## config.mk

```make
export PLATFORM = sky130hd
export DESIGN_NAME = pipelined_mac_unit
export DESIGN_NICKNAME = d
export VERILOG_FILES = /design/src/rtl/pipelined_mac_unit.sv
export SDC_FILE = /design/constraint.sdc
export NUM_CORES = 1
export LEC_CHECK = 0
export ABC_CLOCK_PERIOD_IN_PS = 3800
export CAP_MARGIN = 20
export CORE_ASPECT_RATIO = 0.8
export CORE_MARGIN = 4
export CORE_UTILIZATION = 54
export DETAILED_ROUTE_END_ITERATION = 8
export PLACE_DENSITY = 0.79
export SLEW_MARGIN = 20
export SYNTH_ARGS = -nofsm -noshare
export SYNTH_HDL_FRONTEND = slang
export SYNTH_SLANG_ARGS = --single-unit
```

## constraint.sdc

```tcl
create_clock -name clk -period 3.8 [get_ports clk]
set_input_delay 0.76 -clock clk [delete_from_list [all_inputs] [get_ports clk]]
set_output_delay 0.76 -clock clk [all_outputs]
set_load 0.01 [all_outputs]
```

## src/rtl/pipelined_mac_unit.sv

```systemverilog
// pipelined_mac_unit
// Three-stage pipelined multiply-accumulate for the PE datapath:
//   S1 forms the partial products and reduces them with a carry-save tree,
//   S2 resolves sum + carry with a carry-propagate adder,
//   S3 extends the product and optionally accumulates psum_in, with wrap or
//      saturate handling on overflow.
// A valid/ready handshake freezes the whole pipeline whenever the output
// holds a result that downstream has not taken.

module pipelined_mac_unit #(
   parameter int IN1_WIDTH = 8,
   parameter int IN2_WIDTH = 8,
   parameter int ACC_WIDTH = 20,
   parameter bit SATURATE  = 1'b0
) (
   input  logic                 clk,
   input  logic                 rst_n,
   input  logic                 in_valid,
   output logic                 in_ready,
   input  logic [IN1_WIDTH-1:0] in1,
   input  logic [IN2_WIDTH-1:0] in2,
   input  logic [ACC_WIDTH-1:0] psum_in,
   input  logic                 acc_en,
   input  logic                 signed_mode,
   output logic                 out_valid,
   input  logic                 out_ready,
   output logic [ACC_WIDTH-1:0] psum_out,
   output logic                 overflow
);

   // Full product width and number of rows entering the carry-save tree:
   // one row per multiplier bit plus a correction row that carries the +1
   // of the negated MSB row in signed mode.
   localparam int P  = IN1_WIDTH + IN2_WIDTH;
   localparam int NR = IN2_WIDTH + 1;

   localparam logic [ACC_WIDTH-1:0] SIGNED_MAX   = {1'b0, {(ACC_WIDTH-1){1'b1}}};
   localparam logic [ACC_WIDTH-1:0] SIGNED_MIN   = {1'b1, {(ACC_WIDTH-1){1'b0}}};
   localparam logic [ACC_WIDTH-1:0] UNSIGNED_MAX = {ACC_WIDTH{1'b1}};

   // Parameter sanity checks, evaluated at elaboration
   if (IN1_WIDTH < 2) begin : g_bad_in1
      $error("pipelined_mac_unit: IN1_WIDTH must be at least 2");
   end
   if (IN2_WIDTH < 2) begin : g_bad_in2
      $error("pipelined_mac_unit: IN2_WIDTH must be at least 2");
   end
   if (ACC_WIDTH < P) begin : g_bad_acc
      $error("pipelined_mac_unit: ACC_WIDTH must be >= IN1_WIDTH + IN2_WIDTH");
   end

   // ------------------------------------------------------------------
   // Handshake
   // ------------------------------------------------------------------
   logic stall;
   logic accept;

   assign stall    = out_valid && !out_ready;
   assign in_ready = rst_n && !stall;
   assign accept   = in_valid && in_ready;

   // ------------------------------------------------------------------
   // Stage 1: partial products and carry-save reduction
   // ------------------------------------------------------------------
   logic [P-1:0] in1_ext;
   logic [P-1:0] pp_rows [NR];
   logic [P-1:0] csa_sum;
   logic [P-1:0] csa_carry;

   // Build one shifted multiplicand row per multiplier bit; in signed mode
   // the MSB row has negative weight, so it is inverted and +1 is injected
   // through the extra correction row.
   always_comb begin
      // NOTE: every combinational output gets a value before any branch;
      // a path that leaves one unassigned would infer a latch.
      in1_ext = signed_mode ? P'($signed(in1)) : P'(in1);
      for (int j = 0; j < IN2_WIDTH; j++) begin
         pp_rows[j] = in2[j] ? (in1_ext << j) : '0;
      end
      pp_rows[NR-1] = '0;
      if (signed_mode && in2[IN2_WIDTH-1]) begin
         pp_rows[IN2_WIDTH-1] = ~(in1_ext << (IN2_WIDTH-1));
         pp_rows[NR-1]        = P'(1);
      end
   end

   // Wallace-style reduction: each level compresses every full group of
   // three rows into a sum row and a shifted carry row, passing leftovers
   // through untouched, until only two rows remain.
   always_comb begin : csa_tree
      logic [P-1:0] cur [NR];
      logic [P-1:0] nxt [NR];
      int           n_cur;
      int           n_nxt;
      // NOTE: blocking assignments here because each level reads the rows
      // just produced by the previous level within the same evaluation.
      cur   = pp_rows;
      nxt   = pp_rows;
      n_cur = NR;
      n_nxt = NR;
      for (int lvl = 0; lvl < NR; lvl++) begin
         if (n_cur > 2) begin
            n_nxt = 0;
            for (int g = 0; g < NR / 3; g++) begin
               if (3 * g + 2 < n_cur) begin
                  nxt[n_nxt]     = cur[3*g] ^ cur[3*g+1] ^ cur[3*g+2];
                  nxt[n_nxt + 1] = ((cur[3*g]   & cur[3*g+1]) |
                                    (cur[3*g]   & cur[3*g+2]) |
                                    (cur[3*g+1] & cur[3*g+2])) << 1;
                  n_nxt          = n_nxt + 2;
               end
            end
            for (int r = 0; r < NR; r++) begin
               if (r >= n_cur - (n_cur % 3) && r < n_cur) begin
                  nxt[n_nxt] = cur[r];
                  n_nxt      = n_nxt + 1;
               end
            end
            cur   = nxt;
            n_cur = n_nxt;
         end
      end
      csa_sum   = cur[0];
      csa_carry = cur[1];
   end

   logic                 s1_valid;
   logic [P-1:0]         s1_sum;
   logic [P-1:0]         s1_carry;
   logic [ACC_WIDTH-1:0] s1_psum;
   logic                 s1_acc_en;
   logic                 s1_signed;

   // Stage-1 register: capture the sum/carry pair and the item's side info
   always_ff @(posedge clk) begin
      // NOTE: sequential state always uses non-blocking assignments so every
      // stage samples the values from before this clock edge.
      if (!rst_n) begin
         // NOTE: datapath registers are cleared as well as valids, so a
         // freshly reset unit shows psum_out = 0 and carries no stale data.
         s1_valid  <= 1'b0;
         s1_sum    <= '0;
         s1_carry  <= '0;
         s1_psum   <= '0;
         s1_acc_en <= 1'b0;
         s1_signed <= 1'b0;
      end else if (!stall) begin
         s1_valid <= accept;
         if (accept) begin
            s1_sum    <= csa_sum;
            s1_carry  <= csa_carry;
            s1_psum   <= psum_in;
            s1_acc_en <= acc_en;
            s1_signed <= signed_mode;
         end
      end
   end

   // ------------------------------------------------------------------
   // Stage 2: carry-propagate add
   // ------------------------------------------------------------------
   logic                 s2_valid;
   logic [P-1:0]         s2_product;
   logic [ACC_WIDTH-1:0] s2_psum;
   logic                 s2_acc_en;
   logic                 s2_signed;

   // Stage-2 register: resolve sum + carry into the P-bit product
   always_ff @(posedge clk) begin
      if (!rst_n) begin
         s2_valid   <= 1'b0;
         s2_product <= '0;
         s2_psum    <= '0;
         s2_acc_en  <= 1'b0;
         s2_signed  <= 1'b0;
      end else if (!stall) begin
         s2_valid <= s1_valid;
         if (s1_valid) begin
            s2_product <= s1_sum + s1_carry;
            s2_psum    <= s1_psum;
            s2_acc_en  <= s1_acc_en;
            s2_signed  <= s1_signed;
         end
      end
   end

   // ------------------------------------------------------------------
   // Stage 3: extend, accumulate, overflow handling
   // ------------------------------------------------------------------
   logic [ACC_WIDTH-1:0] prod_ext;
   logic [ACC_WIDTH:0]   acc_wide;
   logic [ACC_WIDTH-1:0] acc_result;
   logic                 acc_ovf;

   // Add the extended product to psum_in one bit wider than the result so
   // the unsigned carry-out is visible; pick wrap or clamp on overflow.
   always_comb begin
      prod_ext   = s2_signed ? ACC_WIDTH'($signed(s2_product)) : ACC_WIDTH'(s2_product);
      acc_wide   = {1'b0, prod_ext} + {1'b0, s2_psum};
      acc_result = prod_ext;
      acc_ovf    = 1'b0;
      if (s2_acc_en) begin
         acc_result = acc_wide[ACC_WIDTH-1:0];
         if (s2_signed) begin
            acc_ovf = (prod_ext[ACC_WIDTH-1] == s2_psum[ACC_WIDTH-1]) &&
                      (acc_wide[ACC_WIDTH-1] != prod_ext[ACC_WIDTH-1]);
         end else begin
            acc_ovf = acc_wide[ACC_WIDTH];
         end
         if (SATURATE && acc_ovf) begin
            if (s2_signed) begin
               acc_result = prod_ext[ACC_WIDTH-1] ? SIGNED_MIN : SIGNED_MAX;
            end else begin
               acc_result = UNSIGNED_MAX;
            end
         end
      end
   end

   // Output register: holds its result for as long as downstream stalls
   always_ff @(posedge clk) begin
      if (!rst_n) begin
         out_valid <= 1'b0;
         psum_out  <= '0;
         overflow  <= 1'b0;
      end else if (!stall) begin
         out_valid <= s2_valid;
         if (s2_valid) begin
            psum_out <= acc_result;
            overflow <= acc_ovf;
         end
      end
   end

endmodule

```

==> impl_metrics.ini, run 1 <==
[timing]
hold_viol_final = 0
worst_pin_slew_ps = 852
fin_crit_sh_pct = 96.0
rsz0062_at_grt = yes
maxSlewViolCount = 0
fmax_mhz = 274
relSlewSlack_pct = 43.1
skew_ps = 7.05
post-route-min-period_ps = 3650
finalSetupViolCount = 0

[place]
dp_hpwl_um = 13200
port_buffers = 64
dp_cells = 1194
globalplace.congestion = 0.872

[synthesis]
yosys_warnings = 0
synth-edff-count = 0
syn-cell-area_mm2 = 0.00792
syn_nets = 1112
synth.distinct_cells = 63
synth_seq_cells = 113
synth_async_sr_flop_share_pct = 0
netlist_instances = 958
ys.flop_type = dfxtp_1
syn_avg_cell_area_um2 = 8.27
synth-seq-area-share_pct = 28.6

[clock_tree]
root_buffer = clkbuf_16
clkLatencyLatePin_ps = 410
cts.sinks = 113
clk_pin_slew_worst_paths_ps = 50
htreeDepth = 4
holdBufCountCts = 0
cts_max_path_buffers = 2
cts_buffers = 17
cts_tree = done

[worst_setup_path]
cp_cell_sequence = clkdlybuf4s50_1 > buf_4 > and3_1 > fa_1 > inv_1 > fa_1 > fa_1 > inv_1 > fa_1 > nand2_1 > o21ai_0
slowest_delay_ps = 580
worstPathRequired_ps = 4100
critPathMaxFanout = 12
worst-path-buf-inv = 4
cpLargestDelayFamily = adder cells
rr_startpoint = s2_psum[0]
critPathLaunchType = input pin
critical_path.most_common_cell = fa_1
criticalPathCategory = input pin to register
arrival_ps = 3940
cp-end-kind = register
reg2reg_depth = 8
slowest_stage = clkdlybuf4s50_1
worstReg2RegEnd = psum_out[16]
r2r_slack_ps = 1290

[route]
antenna_left = 0
num_vias = 6835
wl_per_cell_um = 14.7
dr.pass1.iters = 5
routed_wl_um = 18100
drc = 0
viasPerCell = 5.58
drt_iter0_drc = 433

[global_routing]
grt.busiest_layer = met2
grtUsageMet1_pct = 31.5
grt_pass1_vias = 6672
grt_usage_pct = 23.0
grt_first_pass_wirelength_um = 31200
grt_util_met3_pct = 4.01
grt_max_degree = 53
gr-total-overflow = 0
antenna_found_initial = 0
grt_util_met2_pct = 37.6

[cells_and_area]
layout-drive-gt1-share_pct = 7.58
fillers = 1191
area_growth_pct = 19.9
fin_cells = 1226
antenna_cells = 0
utilization_pct = 66.2
nNetsFinal = 1183

[floorplan]
die_area_mm2 = 0.0167
fp-row-count = 39
dieHeight_um = 116
die_w_um = 143
coreArea_mm2 = 0.0143
start_util_pct = 55.2
pin_count = 65

[power]
irDropWorstVdd_uv = 375
p_leak_nw = 4.02
power_density_mw_per_mm2 = 436

[hold_path]
holdCritStartpoint = s1_sum[0]
hold_depth = 2
min_path_type = register to register
whs_endpoint = s1_sum[0]

[flow_run]
maxCapViolCount = 0

[run_status]
status = completed
-- flip-flops by register name, indices dropped and copies added, names as in the netlist, 13 cells and up --
signal,flops
s2_psum,20
s1_sum,16
psum_out,20
s2_product,16
s1_carry,13
s1_psum,20
-- routing by layer --
layer  up-vias  wire, µm
li1       3355         -
met1      3281      8350
met2       172      8560
met3        27       896
met4         0       246
met5         -         0
-- tightest hold or removal path: cells and delay by family, from the launching register on --
family          cells  cell delay [ps]
compound gates      1               50
flops               1              310
simple gates        1               50
-- layout by cell type, fill, tap and decap left out, types with 5 or more instances in the layout --
cell type / instances
o21ai_1: 5
o21ai_0: 84
ha_1: 52
mux2i_1: 11
nor2b_1: 6
xor2_1: 9
a21o_1: 7
nand2b_1: 5
a31oi_1: 10
a211oi_1: 13
clkbuf_16: 17
inv_1: 79
buf_4: 32
and2_1: 58
a21oi_1: 63
nor3_1: 14
and3_1: 10
dfxtp_1: 113
nor2_1: 23
nand3_1: 16
fa_1: 60
nand2_1: 191
clkbuf_8: 6
clkdlybuf4s50_1: 62
xnor2_1: 20
-- report_power, final --
part | switching [mW] | leakage, nW | internal (mW) | total [mW]
Combinational | 0.591 | 2.78 | 0.475 | 1.07
Sequential | 0.0779 | 0.924 | 1.31 | 1.39
Clock | 0.552 | 0.308 | 1.13 | 1.69
Total | 1.22 | 4.02 | 2.92 | 4.14
-- worst max-delay path by stage --
| stage | from | to | slack [ps] | cells after the start |
|---|---|---|---|---|
| after detailed placement | in1[7] | s1_sum[10] | -410 | 10 |
| after floorplan | signed_mode | s1_sum[10] | 90 | 11 |
| after global routing | signed_mode | s1_sum[14] | -30 | 11 |
| after global placement | in1[7] | s1_sum[10] | -300 | 10 |
| final | signed_mode | s1_sum[13] | 150 | 11 |
| after CTS | in1[7] | s1_sum[10] | 20 | 10 |
-- cell usage after synthesis (all sizes together) (5+ instances only) --
| library cell | instances | area share (%) |
|---|---|---|
| dfxtp | 113 | 29 |
| clkbuf | 35 | 1.7 |
| nand3 | 16 | 1.0 |
| nor3 | 14 | 0.88 |
| nand2 | 191 | 9.1 |
| nand2b | 5 | 0.40 |
| nor2b | 6 | 0.47 |
| xnor2 | 20 | 2.2 |
| a31oi | 10 | 0.79 |
| fa | 60 | 15 |
| and2 | 58 | 4.6 |
| ha | 52 | 8.2 |
| inv | 79 | 3.7 |
| xor2 | 9 | 1.0 |
| nor2 | 23 | 1.1 |
| a21oi | 64 | 4.1 |
| a211oi | 14 | 1.4 |
| o21ai | 89 | 5.6 |
| mux2i | 11 | 1.4 |
| a21o | 7 | 0.66 |
| buf | 9 | 0.49 |
| and3 | 14 | 1.1 |
-- area by class of cell --
cell class | count | area (µm²) | share of cell area [%]
tap | 184 | 230 | 2.42
multi-input combinational | 721 | 5190 | 54.7
clock buffer | 24 | 512 | 5.39
sequential | 113 | 2260 | 23.8
clock inverter | 8 | 124 | 1.30
inverter | 80 | 300 | 3.16
timing repair buffer | 96 | 878 | 9.25
-- cells by family (layout without fill, tap and decap cells) --
| family | Yosys count | count (layout) | synth area share [%] |
|---|---|---|---|
| flops | 113 | 113 | 28.6 |
| compound gates | 220 | 220 | 16.8 |
| mux | 11 | 11 | 1.39 |
| fa+ha+maj | 112 | 112 | 23.4 |
| simple gates | 349 | 349 | 20.7 |
| xor+xnor | 29 | 29 | 3.21 |
| buf+inv | 124 | 208 | 5.94 |
-- repair_timing --
action	in CTS	in global routing
setup buffers	0	0
endpoints found under the setup margin	0	12
gates resized for setup	0	3
-- through the flow --
stage	setup TNS [ps]	instance area, µm²	setup WS (ps)	hold slack [ps]	power [mW]
after detailed placement	-4950	8860	-409	445	2.48
after global routing	-25.6	9500	-25.6	467	4.43
after CTS	0	9490	17.9	452	4.17
after floorplan	0	7920	87.6	432	2.18
final	0	9500	153	454	4.14
after global placement	-3290	8860	-300	441	2.44
(Power assumes the default switching activity.)
==> run 2, diff against run 1 <==
--- a/config.mk
+++ b/config.mk
@@ -12,7 +12,6 @@
 export CORE_UTILIZATION = 54
 export DETAILED_ROUTE_END_ITERATION = 8
 export PLACE_DENSITY = 0.79
-export SLEW_MARGIN = 20
 export SYNTH_ARGS = -nofsm -noshare
 export SYNTH_HDL_FRONTEND = slang
 export SYNTH_SLANG_ARGS = --single-unit
==> results of run 2 <==
No change in the layout: final DEF, timing and power equal those of run 1.
==> run 3, diff against run 2 <==
--- a/config.mk
+++ b/config.mk
@@ -8,7 +8,7 @@
 export ABC_CLOCK_PERIOD_IN_PS = 3800
 export CAP_MARGIN = 20
 export CORE_ASPECT_RATIO = 0.8
-export CORE_MARGIN = 4
+export CORE_MARGIN = 2
 export CORE_UTILIZATION = 54
 export DETAILED_ROUTE_END_ITERATION = 8
 export PLACE_DENSITY = 0.79
==> run 3 against run 2 <==
Compared with the run above: clock skew is 3.5 ps higher; count of clock-buffer cells in the layout is 2 lower; routed wire length is 0.89% higher; sequential share of layout area is 0.12 points lower; maximum frequency is 0.56% lower; hold slack worse by 6.6 ps.
==> impl_metrics.ini, run 3 (synthesis results as in run 1) <==
[run_status]
status = completed

[worst_setup_path]
critPathMaxFanout = 11
critPathLaunchType = input pin
criticalPathCategory = input pin to register
arrival_ps = 3950
worstPathRequired_ps = 4080
cp-end-kind = register

[power]
p_sw_mw = 1.23
clockPowerShare_pct = 41.9
power_mw = 4.24
p_int_mw = 3.02
p_leak_nw = 4.03
switching_share_pct = 28.9
combPwrFrac_pct = 25.4
seq_power_share_pct = 32.8
power_density_mw_per_mm2 = 445
irDropWorstVdd_uv = 403

[place]
globalplace.congestion = 0.901
port_buffers = 64
dp_hpwl_um = 12700
postPlaceCellArea_mm2 = 0.00888
post-place-ws_ps = -291

[floorplan]
start_util_pct = 55.4
fp-row-count = 39
coreArea_mm2 = 0.0143
die_w_um = 139
die_area_mm2 = 0.0157
dieHeight_um = 112
pin_count = 65

[route]
dr.pass1.iters = 5
wl_per_cell_um = 14.9
num_vias = 6826
viasPerCell = 5.57
drt_iter0_drc = 394
antenna_left = 0
drc = 0
routed_wl_um = 18200

[cells_and_area]
final_area_mm2 = 0.00954
final_cell_mix = nand2_1 (191), dfxtp_1 (113), o21ai_0 (84)
area_growth_pct = 20.5
utilization_pct = 66.7
antenna_cells = 0
layout_commonest_cell = nand2_1
nNetsFinal = 1184
layout-drive-gt1-share_pct = 7.58
fillers = 1171
reg_top3 = psum_out (20), s1_psum (20), s2_psum (20)

[global_routing]
antenna_found_initial = 0
gr-total-overflow = 0
grt_pass1_vias = 6743
grt_usage_pct = 24.1
grt_first_pass_wirelength_um = 31100
grt_max_degree = 53

[timing]
finalSetupViolCount = 0
hold_viol_final = 0
post-route-min-period_ps = 3670
fin_crit_sh_pct = 96.5
relSlewSlack_pct = 31.8
skew_ps = 10.6
maxSlewViolCount = 0
fin_ws_ps = 133
worst_pin_slew_ps = 1020
fmax_mhz = 273
setup_tns_ps = 0

[clock_tree]
clkLatencyLatePin_ps = 420
cts.sinks = 113
clk_pin_slew_worst_paths_ps = 50
holdBufCountCts = 0
htreeDepth = 4
postCtsSetupBuffers = 0
cts_buffers = 17
root_buffer = clkbuf_16
cts_tree = done
cts_max_path_buffers = 2

[flow_run]
maxCapViolCount = 0

[hold_path]
min_path_type = register to register
run 3: path summary, 6_finish.rpt:
check | startpoint | to | slack, ps | depth (start not counted)
worst max-delay path | signed_mode | s1_sum[14] | 130 | 11
worst min-delay path | s1_psum[12] | s2_psum[12] | 450 | 2
worst max register to register | s2_product[0] | overflow | 1240 | 8
worst min register to register | s1_psum[12] | s2_psum[12] | 450 | 2
run 3: what timing repair did:
item,in CTS,in global routing
hold endpoints to repair,0,0
setup endpoints to repair,0,2
resized for setup,0,3
run 3: per-stage QoR:
step / hold WS, ps / std cells
detailed placement: 443 / 1195
finish: 447 / 1226
global route: 470 / 1226
floorplan: 432 / 958
CTS: 448 / 1226
global placement: 439 / 1195
run 3: layout make-up:
type / count / area, µm² / area share [%]
well taps: 184 / 230 / 2.41
flip-flops and latches: 113 / 2260 / 23.7
multi-input cells: 721 / 5190 / 54.4
inverters: 80 / 300 / 3.15
repair buffers: 97 / 898 / 9.41
clock inverters: 9 / 178 / 1.86
clock buffers: 22 / 484 / 5.07
run 3: power groups by stage:
stage	Clock [mW]	Sequential [mW]	Combinational, mW
global route	1.84	1.41	1.26
floorplan	0	1.39	0.787
global placement	0	1.41	1.03
CTS	1.79	1.39	1.08
finish	1.78	1.39	1.08
detailed placement	0	1.41	1.07
run 3: critical path, stage by stage:
cell and delay, ps:
clkdlybuf4s50_1 530, buf_4 240, and3_2 220, fa_1 490
inv_1 50, fa_1 550, fa_1 500, inv_1 50
fa_1 420, nand2_1 60, o21ai_0 80
run 3: metal layers:
metal / global-route usage [%] / routed length, µm
met1: 32.9 / 8560
met2: 38.7 / 8360
met3: 3.71 / 840
met4: 10.0 / 452
met5: 0 / 0
